--- config.mk ---
export PLATFORM = sky130hd
export DESIGN_NAME = dmem_arbiter
export DESIGN_NICKNAME = d
export VERILOG_FILES = /design/src/rtl/dmem_arb_pkg.sv /design/src/rtl/dmem_arbiter_arb_pick.sv /design/src/rtl/dmem_arbiter.sv
export SDC_FILE = /design/constraint.sdc
export NUM_CORES = 1
export LEC_CHECK = 0
export BUFFER_PORTS_ARGS = -buffer_cell sky130_fd_sc_hd__buf_2
export CORE_MARGIN = 2
export CORE_UTILIZATION = 45
export DETAILED_ROUTE_END_ITERATION = 8
export GPL_ROUTABILITY_DRIVEN = 0
export PLACE_DENSITY_LB_ADDON = 0.1
export SETUP_SLACK_MARGIN = 0.4
export SYNTH_ARGS = -nofsm -noshare
export SYNTH_HDL_FRONTEND = slang
export SYNTH_SLANG_ARGS = --single-unit
--- constraint.sdc ---
create_clock -name clk -period 2.1 [get_ports clk]
set_input_delay 0.105 -clock clk [delete_from_list [all_inputs] [get_ports clk]]
set_output_delay 0.105 -clock clk [all_outputs]
set_load 0.01 [all_outputs]
--- src/rtl/dmem_arb_pkg.sv ---
// Shared types and defaults for the data-memory arbiter.
package dmem_arb_pkg;

    localparam int unsigned DEFAULT_DATA_W = 32;
    localparam int unsigned DEFAULT_ADDR_W = 9;

    // Arbiter sequencing states
    typedef enum logic [1:0] {
        IDLE   = 2'd0,
        ACCESS = 2'd1,
        RESP   = 2'd2
    } state_e;

    // Requester identity
    typedef enum logic {
        PORT0 = 1'b0,
        PORT1 = 1'b1
    } port_id_e;

    // The port that is not the given one
    function automatic port_id_e other_port(input port_id_e p);
        return (p == PORT0) ? PORT1 : PORT0;
    endfunction

endpackage

--- src/rtl/dmem_arbiter_arb_pick.sv ---
// Two-way winner selection. On a tie the port that did not win last time is
// chosen; feeding a constant PORT1 as last winner gives fixed port-0 priority.
module arb_pick
    import dmem_arb_pkg::*;
(
    input  logic     req0_i,
    input  logic     req1_i,
    input  port_id_e last_i,
    output port_id_e winner_o,
    output logic     valid_o
);

    // Combinational pick: single requester wins outright, tie goes away from last
    always_comb begin
        valid_o  = req0_i | req1_i;
        winner_o = PORT0;
        if (req0_i && req1_i) begin
            winner_o = other_port(last_i);
        end else if (req1_i) begin
            winner_o = PORT1;
        end
    end

endmodule

--- src/rtl/dmem_arbiter.sv ---
// Two-port data-memory arbiter: core datapath (port 0) and loader/debug
// (port 1) share a single-ported synchronous memory.
// Sequence per access: IDLE (capture) -> ACCESS (strobe, gnt) -> RESP (reads
// only, rvalid). Define DMEM_ARB_RR_EN for round-robin tie resolution;
// otherwise port 0 always wins ties.
module dmem_arbiter
    import dmem_arb_pkg::*;
#(
    parameter int unsigned DATA_W = DEFAULT_DATA_W,
    parameter int unsigned ADDR_W = DEFAULT_ADDR_W
) (
    input  logic              clk,
    input  logic              reset,

    input  logic              p0_req,
    input  logic              p0_we,
    input  logic [ADDR_W-1:0] p0_addr,
    input  logic [DATA_W-1:0] p0_wdata,
    output logic              p0_gnt,
    output logic              p0_rvalid,
    output logic [DATA_W-1:0] p0_rdata,

    input  logic              p1_req,
    input  logic              p1_we,
    input  logic [ADDR_W-1:0] p1_addr,
    input  logic [DATA_W-1:0] p1_wdata,
    output logic              p1_gnt,
    output logic              p1_rvalid,
    output logic [DATA_W-1:0] p1_rdata,

    output logic              mem_wr,
    output logic              mem_rd,
    output logic [ADDR_W-1:0] mem_addr,
    output logic [DATA_W-1:0] mem_wdata,
    input  logic [DATA_W-1:0] mem_rdata,

    output logic              busy
);

    state_e            state_q, state_d;
    port_id_e          win_q, win_d;
    logic              we_q, we_d;
    logic [ADDR_W-1:0] addr_q, addr_d;
    logic [DATA_W-1:0] wdata_q, wdata_d;
    logic [DATA_W-1:0] rdata0_q, rdata0_d;
    logic [DATA_W-1:0] rdata1_q, rdata1_d;

    port_id_e          last_win;
    port_id_e          pick_winner;
    logic              pick_valid;

`ifdef DMEM_ARB_RR_EN
    port_id_e          last_q, last_d;

    assign last_win = last_q;

    // Round-robin pointer; starts at port 1 so port 0 wins the first tie
    always_ff @(posedge clk) begin
        if (reset) begin
            last_q <= PORT1;
        end else begin
            last_q <= last_d;
        end
    end
`else
    assign last_win = PORT1;
`endif

    arb_pick u_pick (
        .req0_i   (p0_req),
        .req1_i   (p1_req),
        .last_i   (last_win),
        .winner_o (pick_winner),
        .valid_o  (pick_valid)
    );

    // State, request latch and per-port read-data holding registers
    always_ff @(posedge clk) begin
        if (reset) begin
            state_q  <= IDLE;
            win_q    <= PORT0;
            we_q     <= 1'b0;
            addr_q   <= '0;
            wdata_q  <= '0;
            rdata0_q <= '0;
            rdata1_q <= '0;
        end else begin
            state_q  <= state_d;
            win_q    <= win_d;
            we_q     <= we_d;
            addr_q   <= addr_d;
            wdata_q  <= wdata_d;
            rdata0_q <= rdata0_d;
            rdata1_q <= rdata1_d;
        end
    end

    // Next-state, capture and output decode
    always_comb begin
        state_d  = state_q;
        win_d    = win_q;
        we_d     = we_q;
        addr_d   = addr_q;
        wdata_d  = wdata_q;
        rdata0_d = rdata0_q;
        rdata1_d = rdata1_q;
`ifdef DMEM_ARB_RR_EN
        last_d   = last_q;
`endif

        p0_gnt    = 1'b0;
        p1_gnt    = 1'b0;
        p0_rvalid = 1'b0;
        p1_rvalid = 1'b0;
        mem_wr    = 1'b0;
        mem_rd    = 1'b0;
        mem_addr  = addr_q;
        mem_wdata = wdata_q;
        p0_rdata  = rdata0_q;
        p1_rdata  = rdata1_q;
        busy      = (state_q != IDLE);

        case (state_q)
            IDLE: begin
                if (pick_valid) begin
                    win_d = pick_winner;
                    if (pick_winner == PORT0) begin
                        we_d    = p0_we;
                        addr_d  = p0_addr;
                        wdata_d = p0_wdata;
                    end else begin
                        we_d    = p1_we;
                        addr_d  = p1_addr;
                        wdata_d = p1_wdata;
                    end
`ifdef DMEM_ARB_RR_EN
                    last_d = pick_winner;
`endif
                    state_d = ACCESS;
                end
            end

            ACCESS: begin
                mem_wr = we_q;
                mem_rd = ~we_q;
                p0_gnt = (win_q == PORT0);
                p1_gnt = (win_q == PORT1);
                state_d = we_q ? IDLE : RESP;
            end

            RESP: begin
                // Memory data arrives this cycle: forward it alongside rvalid
                // and keep a registered copy for the hold period afterwards.
                if (win_q == PORT0) begin
                    p0_rvalid = 1'b1;
                    p0_rdata  = mem_rdata;
                    rdata0_d  = mem_rdata;
                end else begin
                    p1_rvalid = 1'b1;
                    p1_rdata  = mem_rdata;
                    rdata1_d  = mem_rdata;
                end
                state_d = IDLE;
            end

            default: begin
                state_d = IDLE;
            end
        endcase
    end

    // Invariants of the access sequence
    a_strobe_excl: assert property (@(posedge clk) !(mem_wr && mem_rd));
    a_gnt_excl:    assert property (@(posedge clk) !(p0_gnt && p1_gnt));
    a_rvalid_excl: assert property (@(posedge clk) !(p0_rvalid && p1_rvalid));

endmodule

# Word-level counts from Yosys, hierarchy flattened
# Index checks and enable logic that the tools add are counted.
[totals]
regBits = 109
latch_bits = 0
ramBits = 0
romBits = 0
in_bits = 120
output_inout_bits = 112
elab_cells = 37
n_memories = 0
[op_classes]
add_sub_neg = 0
multipliers = 0
div_mod_pow = 0
n_lt_le_gt_ge = 0
eq_ne = 3
n_shift = 0
n_mux = 20
bitwise_logic = 3
n_reduce_logical = 4
[ops]
columns = ["op", "n"]
rows = [
  ["$mux 32", 5],
  ["$mux 1", 11],
  ["$mux 9", 1],
  ["$mux 2", 2],
  ["$pmux 2 s2", 1],
  ["$eq 2x1->1 const B", 1],
  ["$eq 2x2->1 const B", 1],
  ["$logic_not 2->1", 1],
  ["$ne 2x2->1 const B", 1],
  ["$not 1->1", 2],
  ["$reduce_and 2->1", 1],
  ["$reduce_bool 2->1", 1],
  ["$logic_and 1x1->1", 1],
  ["$or 1x1->1", 1],
]

# Logic depth before layout (Yosys ltp)
# Gate-level depths: netlist of the first run.
[logic_depth]
word_depth = 3
mapped_depth = 5
depth_no_buf = 4

# By module
# From an unflattened synthesis of the first run, not the netlist that was laid out.
[unflattened]
hier_cells = 523
area_unflattened_um2 = 5704.2
[by_module_without_submodules]
columns = ["module", "instances", "cells_per_inst", "area_each_um2", "seq_area_each_um2"]
rows = [
  ["dmem_arbiter", 1, 521, 5690.5, 2182.1],
  ["arb_pick", 1, 2, 13.8, 0.0],
]

# Worst setup path before layout of the first run
# Ideal clock, no wire load.
[synth_timing]
path_kind = "flip-flop to flip-flop"
start = "register state_q[1]"
end = "register rdata0_q[26]"
setup_time_ns = 0.128
arrival_time_ns = 1.415
required_ns = 1.972
path_slack_ns = 0.557
path_stages_with_launch = 5
path_buffers = 1
synth_period_minus_slack_ns = 1.543
path_cell_list = "dfxtp_1 -> nor3b_4 -> buf_6 -> mux2_1 -> nor2b_1"
[synth_via]
elab_chain_len = 2
[synth_lines]
columns = ["element", "line", "rtl"]
rows = [
  ["start, declared", "dmem_arbiter.sv:40", "state_e state_q, state_d;"],
  ["start signal, assigned", "dmem_arbiter.sv:88", "state_q <= state_d;"],
  ["$eq 2x2->1", "-", ""],
  ["$mux 32", "-", ""],
  ["named net p0_rdata[26]", "dmem_arbiter.sv:21", "output logic [DATA_W-1:0] p0_rdata,"],
  ["end signal, assigned", "dmem_arbiter.sv:93", "rdata0_q <= rdata0_d;"],
  ["end, declared", "dmem_arbiter.sv:45", "logic [DATA_W-1:0] rdata0_q, rdata0_d;"],
]
# The timed path passes the listed nets, and every way through them passes these cells.
# A chain may end at the register's enable or synchronous reset.

# Final worst setup path of the first run
[layout_timing]
start = "register win_q"
end = "output p0_rdata[15]"
[layout_via]
elab_chain_len = 2
[layout_lines]
columns = ["element", "line", "rtl"]
rows = [
  ["start, declared", "dmem_arbiter.sv:41", "port_id_e win_q, win_d;"],
  ["start signal, assigned", "dmem_arbiter.sv:89", "win_q <= win_d;"],
  ["$mux 32", "dmem_arbiter.sv:154", "if (win_q == PORT0) begin"],
  ["$mux 32", "dmem_arbiter.sv:123", "case (state_q)"],
  ["end, declared", "dmem_arbiter.sv:21", ""],
]
# Every way passes these cells.

==> summary.txt, run 1 <==
================================================================================
Status                                                              finished, final reports clean
Total CTS buffers                                                              9
Count of pins on the block boundary                                          232
PD cells                                                              627 nW/um2
Crit Reg-Reg Startpoint                                             win_q$_SDFFE_PP0P_
Detailed-route vias per instance                                            5.16
Largest stage delay on the critical path                                  360 ps
DRT Pass-1 Iters                                                               4
Capture endpoint of the worst hold path                             mem_addr[2]$_SDFFE_PP0P_
Leakage power total                                                   0.00366 uW
Most area-hungry cell type in the Yosys netlist                          dfxtp_1
Deepest clock path buffer count                                                2
Post-route clock period utilization                                        89.7%
Minimum period implied by the final worst setup slack                    1880 ps
Fraction of final layout cells sized beyond drive strength 1               44.6%
Cell chain of the critical path                                     nor3b_4, buf_6, buf_16, mux2_1, buf_2
Post-detailed-routing wire length                                       15700 um
Post-detailed-route wirelength per cell                                  17.3 um
Startpoint kind of the worst setup timing path                              flop
Maximum clock frequency                                                  531 MHz
Transition time at the pin with the least slew margin                     510 ps
Worst-skew pair later-pin latency                                         370 ps
Cell depth of the worst hold path                                              3
Number of antenna violations at the first check in global routing              1
Capturing point of the worst reg2reg path                           rdata0_q[18]$_SDFF_PP0_
Number of port buffers                                                       231
Number of sinks handled by clock tree synthesis                              109
Type of the worst min-delay path                                    primary input to flop
Crit path kind                                                      flop to output port
FFs w/ async S/R, synth                                                       0%
Total chip power                                                         4750 uW
Rows                                                                          36
Worst vdd ir                                                              346 uV
Post-synthesis average cell area                                        9.63 um2
RSZ-0062 raised after global routing                                        true
Cell area after placement                                               5770 um2
Count of final max-slew check failures                                         0
Cell count of the worst reg-to-reg path                                        7
Final-report setup violation count                                             0
Global-route wire length before repair                                  22800 um
Die H                                                                     104 um
Register bit total from synthesis                                            109
Clock skew                                                               8.67 ps
Core footprint                                                          9730 um2
Post-detailed-route DRC marker count                                           0
Leading cell type by number of instances after synthesis                 dfxtp_1
Total Nets Final                                                             892
Most common library cells after synthesis                           dfxtp_1 (109), nand2_1 (85), nor2b_1 (65), a21oi_1 (43), a311oi_1 (42)
Register area share after synthesis                                        48.4%
Endpoints failing hold                                                         0
Half-perimeter wire length after placement                               8450 um
Minimum setup slack among reg-to-reg paths                                480 ps
Fin util                                                                   77.8%
Netlist Area Pre-Place                                                  4510 um2
Relative slew slack                                                        66.0%
Vias in the first global route                                              4588
Worst EP arrival                                                         1780 ps
Summed area of non-filler cells in the final layout                     7570 um2
Largest cells by area after synthesis                               dfxtp_1 (48%), nor2b_1 (9.0%), mux2_1 (8.5%), a311oi_1 (8.2%), mux2_2 (7.5%)
CTS tree                                                                    done
Global route total overflow                                                    0
Clock transition at the registers of the reported paths                   100 ps
Worst hold slack                                                         12.6 ps
Syn. warnings                                                                  0
Master cell of the clock root buffer                                    clkbuf_8
Distinct cells, synth                                                         21
Gate Count Post-Synth                                                        468
Overall die width                                                         104 um
Depth of the CTS H-tree                                                        3
Final total negative setup slack                                            0 ps
Net count after synthesis                                                    588
Number of DRC markers in iteration 0                                         278
Area of the die                                                        10800 um2
Initial Util                                                               46.3%
Critical Path RT                                                         2000 ps
Total number of vias                                                        4693
Prevailing post-synth register cell                                      dfxtp_1
Largest net degree at the start of global routing                             52
Highest net fanout along the worst path                                        8
Launch point of the worst hold path                                   p0_addr[2]
Count of flip-flops with a built-in enable after synthesis                     0
Post-route ant nets                                                            0
Critical path's top delay family                                    buffers and inverters
Slowest cell on the critical path                                        dfxtp_4
Layout Area Growth over Synthesis                                          68.0%
Number of maximum-capacitance constraint violations                            0
Area share of the largest cell type after synthesis                        48.4%
Overall fraction of global-route tracks in use                             26.0%
Kind of end point of the critical path                               output port
Buffering stage count on the worst path with inverters included                3
================================================================================
-- per-layer routing --
| metal | up-vias | GRT usage, % | wire length (um) |
|---|---|---|---|
| met5 | - | 0 | 0 |
| met4 | 0 | 10.4 | 395 |
| li1 | 2214 | - | - |
| met2 | 223 | 45.0 | 8060 |
| met3 | 33 | 5.01 | 944 |
| met1 | 2223 | 31.8 | 6310 |
-- layout make-up --
| class | count | area (um2) |
|---|---|---|
| Fill cell | 634 | 2160 |
| Tap cell | 133 | 166 |
| Sequential cell | 109 | 2190 |
| Timing Repair Buffer | 334 | 2620 |
| Multi-Input combinational cell | 314 | 2370 |
| Clock buffer | 9 | 124 |
| Clock inverter | 6 | 87.6 |
| Inverter | 4 | 15.0 |
| Antenna cell | 1 | 2.50 |
-- cell usage in the layout, fill, tap and decap left out --
| cell | netlist | final |
|---|---|---|
| a21oi_1 | 43 | 43 |
| a311oi_1 | 42 | 42 |
| buf_12 | 0 | 6 |
| buf_16 | 0 | 3 |
| buf_2 | 10 | 185 |
| buf_4 | 0 | 10 |
| buf_6 | 3 | 53 |
| bufinv_16 | 0 | 2 |
| clkbuf_16 | 0 | 3 |
| clkbuf_8 | 0 | 9 |
| clkinv_2 | 0 | 2 |
| clkinv_4 | 0 | 1 |
| dfxtp_1 | 109 | 106 |
| dfxtp_2 | 0 | 1 |
| dfxtp_4 | 0 | 2 |
| diode_2 | 0 | 1 |
| dlygate4sd3_1 | 0 | 74 |
| inv_1 | 3 | 3 |
| inv_2 | 1 | 1 |
| inv_6 | 0 | 1 |
| mux2_1 | 34 | 3 |
| mux2_4 | 0 | 61 |
| nand2_1 | 85 | 85 |
| nand2b_1 | 2 | 2 |
| nand3b_4 | 0 | 1 |
| nor2_1 | 6 | 5 |
| nor2_2 | 1 | 1 |
| nor2_4 | 0 | 1 |
| nor2b_1 | 65 | 64 |
| nor2b_2 | 0 | 1 |
| nor3_1 | 2 | 2 |
| nor3b_4 | 1 | 1 |
| o21ai_0 | 1 | 1 |
| or2_2 | 1 | 1 |
-- per-stage QoR --
stage / worst slack, ps / instances
finish: 215 / 910
global route: 144 / 910
CTS: 239 / 901
detailed placement: 378 / 800
global placement: 441 / 800
floorplan: 557 / 468
-- logic make-up after synthesis --
group	Yosys count	share of synthesized area [%]
AND/OR/NAND/NOR	164	18.0
AO/OA/AOI/OAI	86	13.0
flip-flops	109	48.4
buffers and inverters	45	4.52
multiplexers	64	16.0
-- what timing repair did --
item,4_1_cts,5_1_grt
cloned,3,4
endpoints found under the hold margin,41,0
pin swaps,1,0
hold buffers,74,0
gates resized for setup,68,62
setup endpoints to repair,68,106
buffers inserted,9,4
-- state kept, by name, summed over array words and instances, names as in the netlist --
register	cells
mem_addr	9
mem_wdata	32
rdata0_q	32
rdata1_q	32
state_q	2
we_q	1
win_q	1
-- worst max-delay path by stage --
stage | endpoint | cells past startpoint | start | slack, ps
6_report | p0_rdata[15] | 5 | win_q$_SDFFE_PP0P_ | 220
5_1_grt | p0_rdata[15] | 5 | win_q$_SDFFE_PP0P_ | 140
4_1_cts | p0_rdata[28] | 6 | win_q$_SDFFE_PP0P_ | 240
3_5_place_dp | rdata1_q[13]$_SDFF_PP0_ | 4 | state_q[0]$_SDFFE_PP0P_ | 380
3_3_place_gp | rdata1_q[14]$_SDFF_PP0_ | 4 | state_q[0]$_SDFFE_PP0P_ | 440
2_1_floorplan | rdata0_q[26]$_SDFF_PP0_ | 4 | state_q[1]$_SDFFE_PP0P_ | 560
-- worst register-to-register path, stage by stage (launching register included) --
cell and delay [ps]:
dfxtp_4 360, nor3b_4 230, buf_6 140, buf_6 100
buf_16 130, mux2_4 310, buf_4 130, nor2b_1 110
-- where the power goes --
| group | total [uW] | internal [uW] | switching (uW) |
|---|---|---|---|
| logic | 1100 | 574 | 521 |
| clock network | 1400 | 669 | 729 |
| registers | 2260 | 2190 | 65.4 |
(Power assumes the default switching activity.)
==> inputs of run 2 (changes only) <==
--- a/config.mk
+++ b/config.mk
@@ -11,7 +11,7 @@
 export DETAILED_ROUTE_END_ITERATION = 8
 export GPL_ROUTABILITY_DRIVEN = 0
 export PLACE_DENSITY_LB_ADDON = 0.1
-export SETUP_SLACK_MARGIN = 0.4
+export SETUP_SLACK_MARGIN = 0.02
 export SYNTH_ARGS = -nofsm -noshare
 export SYNTH_HDL_FRONTEND = slang
 export SYNTH_SLANG_ARGS = --single-unit
==> summary.txt, run 2 (synthesis gave the netlist of run 1 again) <==
================================================================================
Status                                                              finished, final reports clean
Kind of end point of the critical path                               output port
Total number of vias                                                        4533
Crit Reg-Reg Startpoint                                             state_q[0]$_SDFFE_PP0P_
Worst-skew pair later-pin latency                                         370 ps
Rows                                                                          36
Layout Area Growth over Synthesis                                          49.4%
Global route total overflow                                                    0
Post-route ant nets                                                            0
Multi-input logic area                                                  2140 um2
Worst hold slack                                                         15.2 ps
Minimum setup slack among reg-to-reg paths                                440 ps
Critical Path RT                                                         2000 ps
Number of sinks handled by clock tree synthesis                              109
Number of maximum-capacitance constraint violations                            0
Post-detailed-routing wire length                                       13500 um
RSZ-0062 raised after global routing                                       false
Commonest non-fill, non-tap cell in the layout                             buf_2
Vias in the first global route                                              4399
# fillers                                                                    763
Total chip power                                                         4540 uW
Depth of the CTS H-tree                                                        3
Relative slew slack                                                        66.0%
Startpoint kind of the worst setup timing path                              flop
Overall fraction of global-route tracks in use                             24.2%
Launch point of the worst hold path                                   p0_addr[2]
Fraction of final layout cells sized beyond drive strength 1               38.8%
Overall die width                                                         104 um
Total Nets Final                                                             872
Largest net degree at the start of global routing                             52
Core footprint                                                          9730 um2
Transition time at the pin with the least slew margin                     510 ps
Capturing point of the worst reg2reg path                           mem_addr[1]$_SDFFE_PP0P_
Final-report setup violation count                                             0
Master cell of the clock root buffer                                    clkbuf_8
Number of port buffers                                                       231
Endpoints failing hold                                                         0
Highest net fanout along the worst path                                       22
N_diodes                                                                       0
Deepest clock path buffer count                                                2
Crit path kind                                                      flop to output port
Clock transition at the registers of the reported paths                   100 ps
Number of DRC markers in iteration 0                                         240
Initial Util                                                               46.3%
Count of pins on the block boundary                                          232
Leakage power total                                                   0.00335 uW
Worst vdd ir                                                              399 uV
Detailed-route vias per instance                                            5.10
Final total negative setup slack                                            0 ps
Capture endpoint of the worst hold path                             mem_addr[2]$_SDFFE_PP0P_
DRT Pass-1 Iters                                                               5
Count of final max-slew check failures                                         0
Area of all sequential standard cells                                   2180 um2
PD cells                                                              674 nW/um2
Largest stage delay on the critical path                                  470 ps
Area of the die                                                        10800 um2
Slowest cell on the critical path                                        dfxtp_1
Total CTS buffers                                                              9
Die H                                                                     104 um
Post-detailed-route DRC marker count                                           0
Worst EP arrival                                                         1850 ps
Minimum period implied by the final worst setup slack                    1950 ps
Cell depth of the worst hold path                                              3
Half-perimeter wire length after placement                               8450 um
CTS tree                                                                    done
Cell chain of the critical path                                     nand3b_4, buf_12, mux2_2, buf_2
Global-route wire length before repair                                  21500 um
Type of the worst min-delay path                                    primary input to flop
Cell count of the worst reg-to-reg path                                        5
Leading cell types in the layout, fill and taps excluded            buf_2 (230), dfxtp_1 (108), nand2_1 (85), dlygate4sd3_1 (74), nor2b_1 (64)
Post-route clock period utilization                                        93.0%
Clock skew                                                               6.97 ps
Maximum clock frequency                                                  512 MHz
Post-detailed-route wirelength per cell                                  15.2 um
Number of antenna violations at the first check in global routing              0
================================================================================
==> run 2: through the flow <==
step	area (um2)	std cells	worst slack, ps	utilization, %
after floorplan	4510	468	557	-
after global placement	5770	800	441	59.3
after detailed placement	5770	800	378	59.3
after CTS	6730	889	94.8	69.2
after global routing	6730	889	72.7	69.2
final	6730	889	147	69.2
==> run 2: worst max-delay path, delay by kind of cell, from the launching register on <==
kind	cells	cell delay, ps
buffers and inverters	2	340
DFF	1	470
muxes	1	370
and+or+nand+nor	1	300
==> run 2: worst max path at each step <==
stage,from,cells after the start,to
finish,state_q[0]$_SDFFE_PP0P_,4,p1_rdata[16]
floorplan,state_q[1]$_SDFFE_PP0P_,4,rdata0_q[26]$_SDFF_PP0_
global route,state_q[0]$_SDFFE_PP0P_,4,p1_rdata[13]
global placement,state_q[0]$_SDFFE_PP0P_,4,rdata1_q[14]$_SDFF_PP0_
detailed placement,state_q[0]$_SDFFE_PP0P_,4,rdata1_q[13]$_SDFF_PP0_
CTS,state_q[1]$_SDFFE_PP0P_,4,p0_rdata[11]
==> run 2: layout make-up <==
| type | instances | share of cell area, % |
|---|---|---|
| sequential | 109 | 32.4 |
| multi-input combinational | 314 | 31.8 |
| timing repair buffer | 314 | 30.0 |
| tap | 133 | 2.47 |
| clock buffer | 9 | 1.84 |
| clock inverter | 6 | 1.30 |
| inverter | 4 | 0.223 |
==> run 2: power by group <==
part	internal, uW	switching, uW	total (uW)
clock network	668	704	1370
logic	440	472	912
registers	2190	65.4	2260
==> run 2: repair_timing <==
action | CTS | global route
buffers inserted | 0 | 0
cloned | 0 | 0
endpoints found under the setup margin | 4 | 1
gates resized for setup | 1 | 1
endpoints found under the hold margin | 41 | 0
hold buffers | 74 | 0
==> run 2: per-layer routing <==
metal | share of wire [%] | track usage, %
met1 | 41 | 30.0
met2 | 49 | 41.3
met5 | 0 | 0
met4 | 2.8 | 9.85
met3 | 7.0 | 4.76
==> inputs of run 3 (changes only) <==
--- a/config.mk
+++ b/config.mk
@@ -7,7 +7,7 @@
 export LEC_CHECK = 0
 export BUFFER_PORTS_ARGS = -buffer_cell sky130_fd_sc_hd__buf_2
 export CORE_MARGIN = 2
-export CORE_UTILIZATION = 45
+export CORE_UTILIZATION = 41
 export DETAILED_ROUTE_END_ITERATION = 8
 export GPL_ROUTABILITY_DRIVEN = 0
 export PLACE_DENSITY_LB_ADDON = 0.1
==> summary.txt, run 3 (synthesis gave the netlist of run 1 again) <==
================================================================================
Minimum setup slack among reg-to-reg paths                                160 ps
Worst setup endpoint                                                mem_addr[6]$_SDFFE_PP0P_
Deepest clock path buffer count                                                2
Startpoint kind of the worst setup timing path                              flop
CTS tree                                                                    done
Vias in the first global route                                              4300
Global route total overflow                                                    0
Worst vdd ir                                                              328 uV
Overall die width                                                         109 um
Overall fraction of global-route tracks in use                             22.5%
Number of antenna violations at the first check in global routing              0
Largest net degree at the start of global routing                             47
Minimum period implied by the final worst setup slack                    1940 ps
Total Nets Final                                                             875
Worst hold slack                                                         4.25 ps
Clock transition at the registers of the reported paths                   110 ps
Number of maximum-capacitance constraint violations                            0
Commonest non-fill, non-tap cell in the layout                             buf_2
RSZ-0062 raised after global routing                                       false
Crit path kind                                                      flop to flop
Count of final max-slew check failures                                         0
Master cell of the clock root buffer                                    clkbuf_8
Count of pins on the block boundary                                          232
N_diodes                                                                       0
Endpoints failing hold                                                         0
Launch point of the worst path                                      state_q[0]$_SDFFE_PP0P_
Transition time at the pin with the least slew margin                     567 ps
Core footprint                                                         10800 um2
Kind of end point of the critical path                                      flop
Fraction of final layout cells sized beyond drive strength 1               39.2%
Depth of the CTS H-tree                                                        3
PD cells                                                              682 nW/um2
Detailed-route wire length on metal 1                                    5350 um
Clock skew                                                               8.04 ps
Post-detailed-route DRC marker count                                           0
Status                                                              finished, final reports clean
Pre-CTS setup slack                                                       549 ps
Met3 Routed Length                                                       1140 um
Final critical-path setup slack                                           163 ps
Total CTS buffers                                                              9
Critical Path RT                                                         2350 ps
Total number of vias                                                        4474
Post-route clock period utilization                                        92.3%
Capturing point of the worst reg2reg path                           mem_addr[6]$_SDFFE_PP0P_
Worst-skew pair later-pin latency                                         360 ps
Number of DRC markers in iteration 0                                         199
Total chip power                                                         4610 uW
Rows                                                                          38
Area of the die                                                        11900 um2
Routed met2 length                                                       6830 um
Maximum clock frequency                                                  516 MHz
Worst EP arrival                                                         2190 ps
Initial Util                                                               41.8%
Die H                                                                     109 um
Relative slew slack                                                        62.2%
Highest net fanout along the worst path                                       28
Fin util                                                                   62.7%
Post-detailed-routing wire length                                       13700 um
Half-perimeter wire length after placement                               8940 um
Highest metal layer used by the detailed router                             met4
Leading cell types in the layout, fill and taps excluded            buf_2 (230), dfxtp_1 (109), nand2_1 (85), dlygate4sd3_1 (72), nor2b_1 (64)
Post-route ant nets                                                            0
Number of sinks handled by clock tree synthesis                              109
Number of port buffers                                                       231
Cell count of the worst reg-to-reg path                                        6
# fillers                                                                    920
Post-detailed-route wirelength per cell                                  15.2 um
Final total negative setup slack                                            0 ps
Type of the worst min-delay path                                    primary input to flop
Final-report setup violation count                                             0
Global-route wire length before repair                                  20800 um
Crit Reg-Reg Startpoint                                             state_q[0]$_SDFFE_PP0P_
Detailed-route vias per instance                                            4.97
Leakage power total                                                   0.00339 uW
DRT Pass-1 Iters                                                               4
Layout Area Growth over Synthesis                                          50.2%
================================================================================
[run 3: changes by cell type in the layout (fill, tap and decap cells not counted), sizes merged]
cell | previous run | this run
buf | 240 | 245
clkinvlp | 0 | 2
inv | 5 | 4
dlygate4sd3 | 74 | 72
[run 3: through the flow]
step | cells | instance area [um2]
2_1_floorplan | 468 | 4510
3_3_place_gp | 810 | 5820
3_5_place_dp | 810 | 5820
4_1_cts | 898 | 6750
5_1_grt | 900 | 6770
6_report | 900 | 6770
[run 3: how the worst min path moves through the flow]
stage,depth (start not counted),from,slack (ps),endpoint
global placement,3,p0_addr[6],370,mem_addr[6]$_SDFFE_PP0P_
floorplan,2,p0_wdata[15],260,mem_wdata[15]$_SDFFE_PP0P_
global route,3,p0_wdata[18],3,mem_wdata[18]$_SDFFE_PP0P_
finish,3,p0_wdata[11],4,mem_wdata[11]$_SDFFE_PP0P_
detailed placement,3,p0_wdata[19],380,mem_wdata[19]$_SDFFE_PP0P_
CTS,3,p1_wdata[18],1,mem_wdata[18]$_SDFFE_PP0P_
[run 3: repair_timing]
item / CTS / global route
setup endpoints to repair: 0 / 22
buffers inserted: 0 / 2
hold endpoints to repair: 40 / 0
gates resized for setup: 0 / 1
hold buffers: 72 / 0
[run 3: final cells by class]
cell class / count / area, um2 / share of cell area, %
tap: 140 / 175 / 2.59
clock inverter: 7 / 90.1 / 1.33
clock buffer: 9 / 124 / 1.83
inverter: 4 / 15.0 / 0.222
sequential: 109 / 2180 / 32.2
multi-input combinational: 314 / 2130 / 31.5
timing repair buffer: 317 / 2050 / 30.3
[run 3: layer usage]
| metal | global-route usage (%) | vias up |
|---|---|---|
| li1 | - | 2189 |
| met1 | 25.5 | 2061 |
| met2 | 39.6 | 193 |
| met3 | 6.46 | 31 |
| met4 | 8.70 | 0 |
| met5 | 0 | - |
[run 3: report_power, final]
part	leakage, uW	total (uW)	internal (uW)	switching, uW
combinational	0.00240	981	500	481
sequential	0.000891	2250	2190	63.5
clock	0.000105	1380	666	713
[run 3: worst max-delay path, stage by stage, from the launching register on]
cell,delay (ps)
dfxtp_1,380
nor2_4,220
inv_2,80
nor2_2,140
buf_6,260
a311oi_1,140
dlygate4sd3_1,590
